File: src/rtl/updown_count_tracker_pkg.sv
// updown_count_tracker_pkg: shared state encoding, direction and step-delta constants
package updown_count_tracker_pkg;
  typedef enum logic [1:0] {SYNC = 2'd0, TRACK = 2'd1, LOST = 2'd2} state_t;
  localparam logic DIR_UP = 1'b1;
  localparam logic DIR_DN = 1'b0;
  localparam logic [1:0] STEP_UP = 2'd1;
  localparam logic [1:0] STEP_DN = 2'd3;
endpackage

File: src/rtl/updown_count_tracker_if.sv
// updown_count_tracker_if: counter-side signals and tracker results between counter monitor and consumer
interface updown_count_tracker_if #(
  parameter int POS_W = 8,
  parameter int ERR_W = 4
);
  logic [1:0] cnt_q;
  logic up_down;
  logic [POS_W-1:0] pos;
  logic wrap_up;
  logic wrap_dn;
  logic step_err;
  logic [ERR_W-1:0] err_cnt;
  logic locked;
  modport master(output cnt_q, up_down, input pos, wrap_up, wrap_dn, step_err, err_cnt, locked);
  modport slave(input cnt_q, up_down, output pos, wrap_up, wrap_dn, step_err, err_cnt, locked);
endinterface

File: src/rtl/updown_count_tracker_step_classifier.sv
// step_classifier: judges one counter step against the direction it was commanded with
module step_classifier
  import updown_count_tracker_pkg::*;
(
  input  logic [1:0] prev,
  input  logic [1:0] cnt_q,
  input  logic       dir_d,
  output logic       good,
  output logic       wrap_up,
  output logic       wrap_dn
);
  logic [1:0] delta;
  // delta is modulo 4, so a down step reads as 3
  always_comb begin
    delta   = cnt_q - prev;
    good    = (dir_d == DIR_UP) ? (delta == STEP_UP) : (delta == STEP_DN);
    wrap_up = good && dir_d == DIR_UP && prev == 2'd3 && cnt_q == 2'd0;
    wrap_dn = good && dir_d == DIR_DN && prev == 2'd0 && cnt_q == 2'd3;
  end
endmodule

File: src/rtl/updown_count_tracker.sv
// updown_count_tracker: checks JK up/down counter steps and extends them into a signed position (err_cnt enabled by TRACKER_ERR_CNT_EN)
module updown_count_tracker
  import updown_count_tracker_pkg::*;
#(
  parameter int POS_W     = 8,
  parameter int ERR_W     = 4,
  parameter int ERR_LIMIT = 2,
  parameter int RELOCK_N  = 4
) (
  input logic clk,
  input logic rst,
  updown_count_tracker_if.slave bus
);
  localparam int BW = $clog2(ERR_LIMIT + 1);
  localparam int GW = $clog2(RELOCK_N + 1);
  state_t state, next_state;
  logic [1:0] prev;
  logic dir_d;
  logic good, cls_wrap_up, cls_wrap_dn, chk, bad;
  logic [BW-1:0] bad_run;
  logic [GW-1:0] good_run;
  logic [POS_W-1:0] pos_r;
  logic wrap_up_r, wrap_dn_r, step_err_r;

  step_classifier u_cls (
    .prev   (prev),
    .cnt_q  (bus.cnt_q),
    .dir_d  (dir_d),
    .good   (good),
    .wrap_up(cls_wrap_up),
    .wrap_dn(cls_wrap_dn)
  );

  // lock state register
  always_ff @(posedge clk or posedge rst)
    if (rst) state <= SYNC;
    else state <= next_state;

  // SYNC primes once; TRACK drops after ERR_LIMIT bad steps; LOST relocks after RELOCK_N good steps
  always_comb begin
    chk = state == TRACK || state == LOST;
    bad = chk && !good;
    next_state = state == SYNC  ? TRACK :
                 state == TRACK ? ((bad && bad_run == BW'(ERR_LIMIT - 1)) ? LOST : TRACK) :
                 state == LOST  ? ((good && good_run == GW'(RELOCK_N - 1)) ? TRACK : LOST) :
                 SYNC;
  end

  // step history, position, event pulses and run counters
  always_ff @(posedge clk or posedge rst)
    if (rst) begin
      prev       <= '0;
      dir_d      <= 1'b0;
      pos_r      <= '0;
      wrap_up_r  <= 1'b0;
      wrap_dn_r  <= 1'b0;
      step_err_r <= 1'b0;
      bad_run    <= '0;
      good_run   <= '0;
    end else begin
      prev       <= bus.cnt_q;
      dir_d      <= bus.up_down;
      wrap_up_r  <= state == TRACK && cls_wrap_up;
      wrap_dn_r  <= state == TRACK && cls_wrap_dn;
      step_err_r <= bad;
      if (state == TRACK && good) pos_r <= (dir_d == DIR_UP) ? pos_r + POS_W'(1) : pos_r - POS_W'(1);
      bad_run    <= (state == TRACK && bad && next_state == TRACK) ? bad_run + BW'(1) : '0;
      good_run   <= (state == LOST && good && next_state == LOST) ? good_run + GW'(1) : '0;
    end

`ifdef TRACKER_ERR_CNT_EN
  logic [ERR_W-1:0] err_q;
  // saturating count of every illegal step seen outside SYNC
  always_ff @(posedge clk or posedge rst)
    if (rst) err_q <= '0;
    else if (bad && err_q != '1) err_q <= err_q + ERR_W'(1);
  assign bus.err_cnt = err_q;
`else
  assign bus.err_cnt = ERR_W'(0);
`endif

  assign bus.pos      = pos_r;
  assign bus.wrap_up  = wrap_up_r;
  assign bus.wrap_dn  = wrap_dn_r;
  assign bus.step_err = step_err_r;
  assign bus.locked   = state == TRACK;
endmodule
File: src/flat_wrapper.sv
// flat-port wrapper written by rule: the top's interface ports become plain ports
module updown_count_tracker_flat import updown_count_tracker_pkg::*;
#(
  parameter int POS_W     = 8,
  parameter int ERR_W     = 4,
  parameter int ERR_LIMIT = 2,
  parameter int RELOCK_N  = 4
)
  (clk, rst, bus_cnt_q, bus_up_down, bus_pos, bus_wrap_up, bus_wrap_dn, bus_step_err, bus_err_cnt, bus_locked);
  updown_count_tracker_if #(.POS_W(POS_W), .ERR_W(ERR_W)) bus_i ();
  input logic clk;
  input logic rst;
  input wire logic [$bits(bus_i.cnt_q)-1:0] bus_cnt_q;
  input wire logic [$bits(bus_i.up_down)-1:0] bus_up_down;
  output wire logic [$bits(bus_i.pos)-1:0] bus_pos;
  output wire logic [$bits(bus_i.wrap_up)-1:0] bus_wrap_up;
  output wire logic [$bits(bus_i.wrap_dn)-1:0] bus_wrap_dn;
  output wire logic [$bits(bus_i.step_err)-1:0] bus_step_err;
  output wire logic [$bits(bus_i.err_cnt)-1:0] bus_err_cnt;
  output wire logic [$bits(bus_i.locked)-1:0] bus_locked;
  assign bus_i.cnt_q = bus_cnt_q;
  assign bus_i.up_down = bus_up_down;
  assign bus_pos = bus_i.pos;
  assign bus_wrap_up = bus_i.wrap_up;
  assign bus_wrap_dn = bus_i.wrap_dn;
  assign bus_step_err = bus_i.step_err;
  assign bus_err_cnt = bus_i.err_cnt;
  assign bus_locked = bus_i.locked;
  updown_count_tracker #(.POS_W(POS_W), .ERR_W(ERR_W), .ERR_LIMIT(ERR_LIMIT), .RELOCK_N(RELOCK_N)) u_core (.clk(clk), .rst(rst), .bus(bus_i));
endmodule
File: config.mk
export PLATFORM = sky130hd
export DESIGN_NAME = updown_count_tracker_flat
export DESIGN_NICKNAME = d
export VERILOG_FILES = /design/src/rtl/updown_count_tracker_pkg.sv /design/src/rtl/updown_count_tracker_if.sv /design/src/rtl/updown_count_tracker_step_classifier.sv /design/src/rtl/updown_count_tracker.sv /design/src/flat_wrapper.sv
export SDC_FILE = /design/constraint.sdc
export NUM_CORES = 1
export LEC_CHECK = 0
export ABC_AREA = 0
export CORE_MARGIN = 2
export CORE_UTILIZATION = 40
export DETAILED_ROUTE_END_ITERATION = 16
export HOLD_SLACK_MARGIN = 0.06
export SKIP_LAST_GASP = 1
export SYNTH_ARGS = -nofsm -noshare
export SYNTH_HDL_FRONTEND = slang
export SYNTH_SLANG_ARGS = --single-unit
File: constraint.sdc
create_clock -name clk -period 2.75 [get_ports clk]
set_input_delay 0.825 -clock clk [delete_from_list [all_inputs] [get_ports clk]]
set_output_delay 0.825 -clock clk [all_outputs]
set_load 0.02 [all_outputs]
# --- Word level (Yosys, flattened, before mapping) ---
# Cells that the tools add are included.
classes:
  eq_ne: 10
  bitwise_logic: 1
  n_reduce_logical: 21
  add_sub_neg: 5
  mux: 9
ops:
  columns: ["operator", "count"]
  rows:
  - ["$logic_and 1x1->1", 16]
  - ["$mux 2", 6]
  - ["$eq 2x2->1 const B", 5]
  - ["$add 8x1->8 const B", 1]
  - ["$eq 2x1->1 const B", 4]
  - ["$mux 8", 1]
  - ["$sub 8x1->8 const B", 1]
  - ["$logic_not 2->1", 3]
  - ["$add 3x1->3 const B", 1]
  - ["$eq 3x2->1 const B", 1]
  - ["$mux 3", 1]
  - ["$add 2x1->2 const B", 1]
  - ["$sub 2x2->2", 1]
  - ["$logic_not 1->1", 1]
  - ["$logic_or 1x1->1", 1]
  - ["$mux 1", 1]
  - ["$not 1->1", 1]
totals:
  register_bits: 21
  wordCells: 55
  output_inout_bits: 16
  inputBits: 5

# --- Logic depth before layout (Yosys ltp) ---
# Gate-level depths: netlist (run 1).
logic_depth:
  word_depth: 12
  depth_mapped: 7
  depth_no_buf: 7

# --- By module ---
# Synthesis (run 1) repeated with hierarchy kept, for this count alone.
hier_totals:
  hier_cells: 128
  area_unflattened_um2: 1253.7
modules_own_cells:
  columns: ["module", "seq_area_each_um2", "instances", "cells_each", "area_per_inst_um2"]
  rows:
  - ["updown_count_tracker", 525.5, 1, 116, 1177.4]
  - ["step_classifier", 0.0, 1, 12, 76.3]

# --- Worst setup path before layout (run 1) ---
# No wires, ideal clock.
synth_timing:
  kind: "input-to-reg"
  from: "input bus_cnt_q[0]"
  to: "register u_core.pos_r[1] (netlist: u_core.bus.pos[1])"
  slack_ns: 0.632
  required_ns: 2.625
  path_buffers: 0
  setup_ns: 0.125
  path_stages: 7
  arrival_ns: 1.993
  path_cell_list: "inv_1 > ha_1 > xnor2_2 > xnor2_2 > nor2_4 > nand2_8 > mux2_4"
synth_between:
  elab_chain_cells: 4
  word_cells_on_any_way: 5
  cone_classes: "add/sub: 1; eq/ne: 2; mux: 1; reduce/logical: 1"
synth_rtl:
  columns: ["element", "line", "rtl"]
  rows:
  - ["start: declaration", "flat_wrapper.sv:13", "input wire logic [$bits(bus_i.cnt_q)-1:0] bus_cnt_q;"]
  - ["$sub 2x2->2 *", "updown_count_tracker_step_classifier.sv:15", "delta = cnt_q - prev;"]
  - ["$eq 2x2->1 / $eq 2x1->1 (equally long branches)", "updown_count_tracker_step_classifier.sv:16", "good = (dir_d == DIR_UP) ? (delta == STEP_UP) : (delta == STEP_DN);"]
  - ["$mux 1 *", "updown_count_tracker_step_classifier.sv:16", null]
  - ["$logic_and 1x1->1 *", "updown_count_tracker.sv:66", "if (state == TRACK && good) pos_r <= (dir_d == DIR_UP) ? pos_r + POS_W'(1) : pos_r - POS_W'(1);"]
  - ["end signal: assignment", "updown_count_tracker.sv:66", null]
  - ["end: declaration", "updown_count_tracker.sv:22", "logic [POS_W-1:0] pos_r;"]
# Every way passes the cells marked *; elsewhere a longest branch is shown, timed or not.
# A chain may end at the register's enable or synchronous reset.

# --- Worst setup path after layout (run 1) ---
layout_timing:
  from: "input bus_cnt_q[0]"
  to: "register u_core.pos_r[7] (netlist: u_core.bus.pos[7])"
# The elaborated chain is that of the path after synthesis.

==> impl_metrics.py, run 1 <==
metrics = {
    "clock_network": {
        "cts_buffers": 3,
        "insertion_delay_ns": 0.29,
        "cts_setup_buffers": 0,
        "cts_hold_buf": 0,
        "clkSinkCount": 21,
        "cts_tree": "yes",
        "clkTransAtPathRegs_ns": 0.11,
        "clockBufferDepth": 2,
        "cts.htree.levels": 1,
        "ctsResizeCount": 0,
        "cts_root_buf": "clkbuf_4",
    },
    "global_routing": {
        "grt_max_degree": 22,
        "grt_pass1_vias": 873,
        "grt_pass1_wl_mm": 3.75,
        "grtUsageTotal_pct": 14.2,
        "grt_overflow_total": 0,
        "antenna_found_initial": 0,
    },
    "die": {
        "die_height_um": 59.8,
        "start_util_pct": 41.5,
        "top_level_ports": 21,
        "rows": 20,
        "fp.dieArea_mm2": 0.00358,
        "core-area_mm2": 0.00300,
        "fp.dieW_um": 59.8,
    },
    "logic_synthesis": {
        "ys_ff_latch": 21,
        "netlist_top_cells_area": "dfrtp_1 (42%), ha_1 (13%), mux2_4 (7.2%)",
        "post-synth-top-area-fraction_pct": 42.2,
        "netlist_area_mm2": 0.00125,
        "yosysTopAreaCell": "dfrtp_1",
        "synth_cell_type_count": 36,
        "syn_inst": 106,
        "syn_area_per_cell_um2": 11.8,
        "yosysSeqAreaShare_pct": 42.2,
        "yosysWarnings": 0,
    },
    "job": {
        "maxCapViolCount": 0,
    },
    "hold_path": {
        "hold_path.class": "flip-flop to flip-flop",
    },
    "power": {
        "intPower_uw": 924,
        "peakVddDrop_mv": 0.511,
        "power_frac_clock_pct": 9.3,
        "leakagePower_nw": 0.697,
        "comb_power_share_pct": 59.0,
        "power_frac_seq_pct": 31.7,
        "powerDensity_mw_per_mm2": 1030,
        "p_switching_uw": 592,
        "switching_share_pct": 39.1,
    },
    "critical_path": {
        "required_ns": 2.94,
        "setup.worst_path.class": "input port to flip-flop",
        "r2r_slack_ns": 0.49,
        "cp-start-kind": "input port",
        "crit_arrival_ns": 2.62,
        "endpoint_kind": "flip-flop",
        "critPathMaxFanout": 4,
    },
    "detailed_routing": {
        "route.detailed.drc": 0,
        "drtIter0Drc": 9,
        "firstDrtPassIters": 2,
        "wl_per_cell_um": 13.0,
        "vias": 801,
        "drtAntennaViolNets": 0,
        "vias_per_cell": 5.01,
        "finalWirelength_mm": 2.08,
    },
    "placed_design": {
        "dp_hpwl_mm": 1.63,
        "dp_cells": 156,
        "gp_congestion": 0.738,
        "port_buffers": 16,
    },
    "layout": {
        "utilization_pct": 49.0,
        "area_growth_pct": 18.2,
        "final_cell_mix": "dfrtp_1 (21), clkdlybuf4s50_1 (16), ha_1 (13), inv_1 (9)",
        "multi_input_area_um2": 663,
        "layout.nets": 147,
        "diodes": 0,
        "fill_cells": 282,
        "final_cells": 160,
        "final_common_cell": "dfrtp_1",
        "layout-drive-gt1-share_pct": 15.7,
        "seq_area_um2": 526,
    },
    "timing": {
        "finalSetupViolCount": 0,
        "fin_crit_ns": 2.44,
        "report.final.slew_viol_count": 0,
        "fin_crit_sh_pct": 88.6,
        "rsz0062_at_grt": "false",
        "fmax_mhz": 410,
        "hold_viol": 0,
        "clock_skew_ns": 0.00365,
        "fin_tns_setup_ns": 0,
    },
    "status": {
        "status": "completed",
    },
}
## power groups by stage
stage	logic [mW]	clock network (mW)	registers [mW]
final	0.895	0.142	0.481
after global routing	0.989	0.162	0.495
after CTS	0.905	0.150	0.483
after detailed placement	0.902	0	0.486
after global placement	0.881	0	0.483
after floorplan	0.567	0	0.558
## metrics by stage
step / total power [mW] / hold WS, ns / setup WS (ns) / cell area (um^2)
finish: 1.52 / 0.445 / 0.313 / 1470
global route: 1.65 / 0.475 / 0.159 / 1470
CTS: 1.54 / 0.449 / 0.285 / 1470
detailed placement: 1.39 / 0.433 / -0.0183 / 1450
global placement: 1.36 / 0.421 / 0.0526 / 1450
floorplan: 1.13 / 0.408 / 0.632 / 1260
## routing by layer
layer	up-vias	part of all wire, %	track usage, %
met2	14	51	24.7
met3	4	3.9	4.11
met1	387	44	16.7
met4	0	1.0	4.76
met5	-	0	0
li1	396	-	-
## layout make-up
type / instances / area share (%)
clock buffer: 4 / 1.78
inverter: 9 / 2.29
multi-input combinational: 74 / 45.0
sequential: 21 / 35.7
tap: 33 / 2.80
timing repair buffer: 19 / 12.4
## final timing paths
kind                              startpoint                 end  depth (start not counted)
min in group asynchronous                rst   u_core.bus.pos[0]                          3
setup reg to reg                u_core.dir_d   u_core.bus.pos[6]                          7
hold / removal             u_core.bad_run[0]   u_core.bad_run[0]                          1
setup / recovery                bus_cnt_q[0]   u_core.bus.pos[7]                          8
max in group asynchronous                rst  u_core.bus.wrap_up                          3
hold reg to reg            u_core.bad_run[0]   u_core.bad_run[0]                          1
## Yosys cell counts, drive strengths merged
cell / count
nor3: 3
nand4b: 1
o211ai: 1
nor2: 7
conb: 1
nor4b: 3
a21o: 2
fa: 1
a21boi: 1
dfrtp: 21
nand2: 5
and3: 1
and2: 1
a21oi: 4
buf: 4
xor2: 2
ha: 13
o21ai: 2
o22ai: 1
a32oi: 1
nand2b: 1
or2: 1
o21a: 1
nand3: 1
nand4: 1
inv: 9
xnor2: 8
mux2: 6
a221o: 1
mux2i: 1
clkbuf: 1
## sequential cells by signal, summed over array words and instances (netlist names)
register and count:
u_core.prev 2, u_core.bad_run 2, u_core.bus.wrap_up 1, u_core.dir_d 1
u_core.bus.pos 8, u_core.good_run 3, u_core.bus.wrap_dn 1, u_core.state 2
u_core.bus.step_err 1
## kinds of logic after synthesis
logic type | count (synthesis) | synth area share (%)
multiplexers | 7 | 8.03
AO/OA/AOI/OAI | 14 | 8.03
adder cells (fa/ha/maj) | 14 | 14.7
flip-flops | 21 | 42.2
AND/OR/NAND/NOR | 25 | 12.5
XOR/XNOR | 10 | 8.84
buffers and inverters | 14 | 5.52
other | 1 | 0.301
## worst max-delay path: stages
cell,delay (ns)
clkdlybuf4s50_1,0.50
inv_1,0.05
ha_1,0.22
xnor2_2,0.16
xnor2_2,0.19
nor4b_1,0.38
mux2i_1,0.16
xnor2_1,0.14
Power figures use the tool's default switching activity.
==> inputs of run 2 (changes only) <==
- CTS_CLUSTER_DIAMETER: not set -> 30
==> results of run 2 <==
No change in the layout: final DEF, timing and power equal those of run 1.
